==> config.mk <==
export PLATFORM = sky130hd
export DESIGN_NAME = instr_fetch_unit
export DESIGN_NICKNAME = d
export VERILOG_FILES = /design/src/rtl/instr_fetch_unit.sv
export SDC_FILE = /design/constraint.sdc
export NUM_CORES = 1
export LEC_CHECK = 0
export ABC_AREA = 1
export BUFFER_PORTS_ARGS = -buffer_cell sky130_fd_sc_hd__buf_4
export CORE_UTILIZATION = 45
export CTS_BUF_LIST = sky130_fd_sc_hd__clkbuf_16
export DETAILED_ROUTE_END_ITERATION = 10
export GPL_ROUTABILITY_DRIVEN = 0
export PLACE_DENSITY = 0.67
export SLEW_MARGIN = 25
export SYNTH_ARGS = -nofsm -noshare
export SYNTH_HDL_FRONTEND = slang
export SYNTH_SLANG_ARGS = --single-unit
==> constraint.sdc <==
create_clock -name clk -period 7.6 [get_ports clk]
set_clock_uncertainty 0.05 [all_clocks]
set_input_delay 0.76 -clock clk [delete_from_list [all_inputs] [get_ports clk]]
set_output_delay 0.76 -clock clk [all_outputs]
set_load 0.02 [all_outputs]
==> src/rtl/instr_fetch_unit.sv <==
// Fetch stage: holds the PC, issues one word request at a time and buffers returned words for the decoder.
// Define FETCH_PERF_EN to add the perf_fetched/perf_dropped/perf_stall counters.
//
// state | meaning
// IDLE  | nothing outstanding, waiting for a free FIFO slot
// REQ   | request at pc presented, waiting for handshake
// WAIT  | request accepted, response will be pushed
// DROP  | request accepted before a redirect, response will be discarded
module instr_fetch_unit #(
  parameter int              XLEN       = 64,
  parameter logic [XLEN-1:0] RESET_PC   = '0,
  parameter int              FIFO_DEPTH = 2
) (
  input  logic            clk,
  input  logic            rst,
  output logic            imem_req_valid,
  input  logic            imem_req_ready,
  output logic [XLEN-1:0] imem_req_addr,
  input  logic            imem_resp_valid,
  input  logic [31:0]     imem_resp_data,
  output logic            instr_valid,
  input  logic            instr_ready,
  output logic [0:31]     Instruction,
  output logic [XLEN-1:0] instr_pc,
  input  logic            redirect_valid,
  input  logic [XLEN-1:0] redirect_pc,
  output logic            misalign
`ifdef FETCH_PERF_EN
  ,
  output logic [31:0]     perf_fetched,
  output logic [31:0]     perf_dropped,
  output logic [31:0]     perf_stall
`endif
);

  localparam int            PW       = $clog2(FIFO_DEPTH);
  localparam logic [PW:0]   FULL_CNT = (PW+1)'(FIFO_DEPTH);
  localparam logic [PW:0]   CNT_ONE  = (PW+1)'(1);

  typedef enum logic [1:0] {IDLE, REQ, WAIT, DROP} state_t;

  state_t          state, state_nxt;
  logic [XLEN-1:0] pc, pc_nxt;
  logic [31:0]     fifo_data [FIFO_DEPTH];
  logic [XLEN-1:0] fifo_pc   [FIFO_DEPTH];
  logic [PW-1:0]   rd_ptr, wr_ptr;
  logic [PW:0]     count;
  logic            req_fire, push, pop, has_room, room_after_push;

  assign req_fire        = (state == REQ) && imem_req_ready;
  assign push            = (state == WAIT) && imem_resp_valid && !redirect_valid;
  assign pop             = (count != '0) && instr_ready && !redirect_valid;
  assign has_room        = count < FULL_CNT;
  assign room_after_push = (count < FULL_CNT - CNT_ONE) || pop;

  always_comb begin
    state_nxt = state;
    pc_nxt    = pc;
    if (req_fire) pc_nxt = pc + XLEN'(4);
    case (state)
      IDLE:    if (has_room) state_nxt = REQ;
      REQ:     if (req_fire) state_nxt = WAIT;
      WAIT:    if (imem_resp_valid) state_nxt = room_after_push ? REQ : IDLE;
      DROP:    if (imem_resp_valid) state_nxt = REQ;
      default: state_nxt = IDLE;
    endcase
    if (redirect_valid) begin
      pc_nxt = {redirect_pc[XLEN-1:2], 2'b00};
      // A response landing in the redirect cycle retires the outstanding request, so no DROP needed.
      if (state == WAIT || state == DROP) state_nxt = imem_resp_valid ? REQ : DROP;
      else if (req_fire)                  state_nxt = DROP;
      else                                state_nxt = REQ;
    end
  end

  always_ff @(posedge clk) begin
    if (rst) begin
      state    <= IDLE;
      pc       <= RESET_PC;
      rd_ptr   <= '0;
      wr_ptr   <= '0;
      count    <= '0;
      misalign <= 1'b0;
    end else begin
      state <= state_nxt;
      pc    <= pc_nxt;
      if (redirect_valid) begin
        rd_ptr <= '0;
        wr_ptr <= '0;
        count  <= '0;
        if (redirect_pc[1:0] != 2'b00) misalign <= 1'b1;
      end else begin
        if (push) wr_ptr <= wr_ptr + PW'(1);
        if (pop)  rd_ptr <= rd_ptr + PW'(1);
        case ({push, pop})
          2'b10:   count <= count + CNT_ONE;
          2'b01:   count <= count - CNT_ONE;
          default: count <= count;
        endcase
      end
    end
  end

  // pc already advanced past the outstanding request, so its address is pc-4.
  always_ff @(posedge clk) begin
    if (push) begin
      fifo_data[wr_ptr] <= imem_resp_data;
      fifo_pc[wr_ptr]   <= pc - XLEN'(4);
    end
  end

  assign imem_req_valid = (state == REQ);
  assign imem_req_addr  = pc;
  assign instr_valid    = (count != '0);
  assign Instruction    = instr_valid ? fifo_data[rd_ptr] : 32'h0;
  assign instr_pc       = instr_valid ? fifo_pc[rd_ptr] : '0;

`ifdef FETCH_PERF_EN
  logic drop_evt, stall_evt;

  assign drop_evt  = imem_resp_valid && ((state == DROP) || (state == WAIT && redirect_valid));
  assign stall_evt = (count == FULL_CNT) && !instr_ready;

  always_ff @(posedge clk) begin
    if (rst) begin
      perf_fetched <= '0;
      perf_dropped <= '0;
      perf_stall   <= '0;
    end else begin
      if (push && !(&perf_fetched))     perf_fetched <= perf_fetched + 32'd1;
      if (drop_evt && !(&perf_dropped)) perf_dropped <= perf_dropped + 32'd1;
      if (stall_evt && !(&perf_stall))  perf_stall   <= perf_stall + 32'd1;
    end
  end
`endif

endmodule

After elaboration in Yosys (flattened, before gate mapping) --
Memories as Yosys holds them, arrays and structs flattened. A register that Yosys moved wholly into a read port is not among the register bits. Cells that the tools add are included.
Operators by class: add/subtract/negate cells 6, eq/ne operators 9, order comparisons 2, reduce and logical (&&, ||, !) cells 16, multiplexer cells 21
Operators by type and width (count):
- $mux W64 | 3
- $add A64 B3 Y64 const B | 1
- $sub A64 B3 Y64 const B | 1
- $mux W32 | 1
- $mux W2 | 8
- $ne A3 B3 Y1 const B | 3
- $pmux W2 S4 | 1
- $reduce_bool A2 Y1 | 4
- $mux W1 | 7
- $eq A2 B2 Y1 const B | 3
- $logic_and A1 B1 Y1 | 5
- $eq A2 B1 Y1 const B | 2
- $pmux W2 S2 | 1
- $reduce_and A4 Y1 | 1
- $ne A3 B1 Y1 const B | 1
- $add A1 B1 Y1 const B | 2
- $add A2 B1 Y2 const B | 1
- $logic_not A2 Y1 | 1
- $logic_or A1 B1 Y1 | 2
- $lt A2 B1 Y1 const B | 1
- $lt A2 B2 Y1 const B | 1
- $reduce_and A2 Y1 | 1
- $reduce_or A2 Y1 | 1
- $sub A2 B1 Y2 const B | 1
- $logic_not A1 Y1 | 1
Word-level totals: bits in writable memories 192, memories kept 2, register bits 71, bits of input ports 102
Memory list:
- fifo_pc | words 2, width 64, read ports 1, clocked after Yosys merged registers in 1, write ports 1, line 45 | logic [XLEN-1:0] fifo_pc [FIFO_DEPTH];
- fifo_data | words 2, width 32, read ports 1, clocked after Yosys merged registers in 1, write ports 1, line 44 | logic [31:0] fifo_data [FIFO_DEPTH];

Longest topological paths before layout --
depth after elaboration 8, mapped depth 13

Worst setup path before layout --
No wires, ideal clock.
path kind input-to-reg, start point input port redirect_valid, end point memory fifo_data[0][0] (enable), path buffers 1, required time 7002 ps, slack 1884 ps, arrival time 5118 ps, stages 4, setup time 548 ps, cell sequence buf_2 clkinv_1 nand3_1 nor2_1
On the way: word-level cells in the longest chain between the ends 4
Ends and longest elaborated chain:
- start: declaration | line 25 | input logic redirect_valid,
- $logic_not A1 Y1 | line 51 | assign push = (state == WAIT) && imem_resp_valid && !redirect_valid;
- $logic_and A1 B1 Y1 | line 51
- $mux W1 | line 106 | if (push) begin
- $mux W1 (not written as such) | line 107 | fifo_data[wr_ptr] <= imem_resp_data;
- end: declaration | line 44
Every way passes these cells.

Final worst setup path --
start point register count[0], end point output port instr_pc[11]
On the way: word-level cells in the longest chain between the ends 2
Ends and longest elaborated chain:
- start: declaration | line 47 | logic [PW:0] count;
- start signal: assignment | line 96 | 2'b10: count <= count + CNT_ONE;
- start signal: assignment | line 97 | 2'b01: count <= count - CNT_ONE;
- start signal: assignment | line 98 | default: count <= count;
- $reduce_bool A2 Y1 | line 114 | assign instr_valid = (count != '0);
- $mux W64 | line 116 | assign instr_pc = instr_valid ? fifo_pc[rd_ptr] : '0;
- end: declaration | line 24 | output logic [XLEN-1:0] instr_pc,
Every way passes these cells.

==> reports/summary.txt <==
status: finished, final reports clean
Tightest Pin Transition: 0.945 ns
setup bufs post-CTS: 0
first-pass GRT wire length: 64,300 um
drc violations: 0
root buffer cell: clkbuf_16
Power per Cell Area: 204 nW/um^2
final instance area: 17,000 sq um
diode count: 0
drt pass-1 iters: 5
Remaining Overflow, GRT: 0
Starting Density: 46.2%
post-synthesis cell area: 13,800 sq um
Critical Path RT: 6.79 ns
FP Rows: 63
final slew viol count: 0
crit end category: output pin
Final min period: 3.41 ns
CTS tree: yes
vias in the first global route: 11,900
Reg2Reg Depth: 5
post-synth cell types: 41
post_cts resized: 0
Hold Slack: 0.342 ns
TNS Setup: 0 ns
RSZ-0062 raised after global routing: false
fin crit share: 44.8%
largest net degree at the start of global routing: 97
Die Height: 177 um
crit start category: register
Slew HR: 37.0%
flops & latches, synth: 258
CTS Sinks: 258
leading area contributor after synthesis: edfxtp_1
Final nets: 2,057
Clock transition at path regs: 0.06 ns
clk_lat worst skew: 0.55 ns
Die Width: 177 um
Mapped Cells: 1,735
Synth top area share: 40.8%
Tot Pwr: 0.00347 W
placed cell area: 16,000 sq um
HPWL after DPL: 30,700 um
Arr. time, crit path: 2.60 ns
P_leak: 7.08 nW
Yosys warnings: 0
top post-synthesis cells by area: edfxtp_1 41%, nor2_1 11%, dfxtp_1 10%, nand2_1 9.5%, o21ai_0 4.7%
Hold Violations, Final: 0
prevailing post-synth register cell: edfxtp_1
commonest non-fill, non-tap cell in the layout: nor2_1
critical path type: register to output pin
vias: 12,600
drt via density: 5.32
H-tree levels: 1
Placeable Area: 30,000 sq um
Post-synth EDFFs: 188
CTS Buf Count: 28
# fillers: 2,749
Detailed Route Iter0 Violations: 1,298
most frequent cells in the layout: 407 x nor2_1, 349 x nand2_1, 267 x buf_4, 188 x edfxtp_1, 140 x inv_1
fmax: 294 MHz
critical path peak fanout: 96
io pins: 265
proportion of layout cells with a drive suffix above 1: 19.6%
VDD IR-drop max: 0.154 mV
Hold/Removal Path Class: input port to register
Mean Syn Cell Area: 7.98 sq um
Post-DRT Antenna Nets: 0
All-Layer GR Usage: 26.3%
CTS Hold Bufs: 0
routed length per instance: 18.0 um
Post-synth ARST share: 0%
die outline area: 31,500 sq um
Util after Layout: 56.8%
initial antenna violation count: 1
I/O Buffers: 260
max-cap violation count: 0
Seq/Total Area, Yosys: 50.9%
Final setup viols: 0
final wirelength: 42,500 um
area grow syn2layout: 22.9%
clock buffer depth: 3
worst hold stages: 1
-- path summary, 6_finish.rpt --
kind	startpoint	to	slack, ns
worst max-delay path	count[0]	instr_pc[11]	4.19
worst min-delay path	imem_resp_data[24]	fifo_data[0][24]	0.34
worst max register to register	state[1]	fifo_pc[0][63]	4.80
worst min register to register	count[0]	count[0]	0.41
-- per-layer routing --
metal / GRT usage (%) / wire (um) / vias up / part of all wire, %
li1: - / - / 6100 / -
met1: 36.1 / 17900 / 5733 / 42
met5: 0 / 13 / - / 0.031
met4: 11.3 / 1810 / 2 / 4.3
met3: 3.38 / 3680 / 112 / 8.7
met2: 41.7 / 19000 / 618 / 45
-- final cells by class --
type                       instances  area, sq um  share of cell area (%)
clock buffer                      29          726                    4.27
tap                              390          488                    2.87
sequential                       258         7050                    41.4
inverter                         150          563                    3.31
timing repair buffer             268         2020                    11.9
clock inverter                    23          290                    1.71
multi-input combinational       1245         5870                    34.5
-- report_power, final --
group	switching (W)	internal (W)	leakage (nW)
Combinational	0.000247	0.000138	4.29
Sequential	0.0000629	0.00154	2.31
Clock	0.000576	0.000899	0.484
-- state kept, by name (all words and copies together) (netlist names), named ones only --
signal	count
fifo_data	64
misalign	1
imem_req_addr	62
fifo_pc	124
state	2
rd_ptr	1
wr_ptr	1
count	2
-- through the flow --
step | cells | setup slack [ns]
after floorplan | 1738 | 1.88
after global placement | 2310 | 4.03
after detailed placement | 2310 | 3.97
after CTS | 2362 | 4.19
after global routing | 2363 | 4.06
final | 2363 | 4.19
-- critical path, stage by stage, from the launching register on --
cell and delay (ns):
dfxtp_1 0.35, inv_1 0.05, ha_1 0.20, inv_2 0.07, buf_4 0.65, o21ai_0 0.28, nor2_1 0.22, buf_4 0.17
-- synth_stat cells, drive strengths merged (16+ instances only) --
cell type	number
nand2	366
edfxtp	188
o21ai	138
nand3	87
dfxtp	70
buf	40
clkbuf	45
nand4	28
inv	148
nor2	441
nor3	16
xor2	57
a31oi	21
a21oi	50
-- logic make-up (layout without fill, tap and decap cells) --
group / after synthesis / after routing / share of synthesized area (%)
flops: 258 / 258 / 50.9
fa+ha+maj: 4 / 4 / 0.362
buf+inv: 235 / 470 / 6.84
other cells: 1 / 4 / 0.0271
xor+xnor: 66 / 66 / 4.18
simple gates: 948 / 948 / 29.1
compound gates: 223 / 223 / 8.55
No activity file was read; power rests on OpenSTA's default activity.
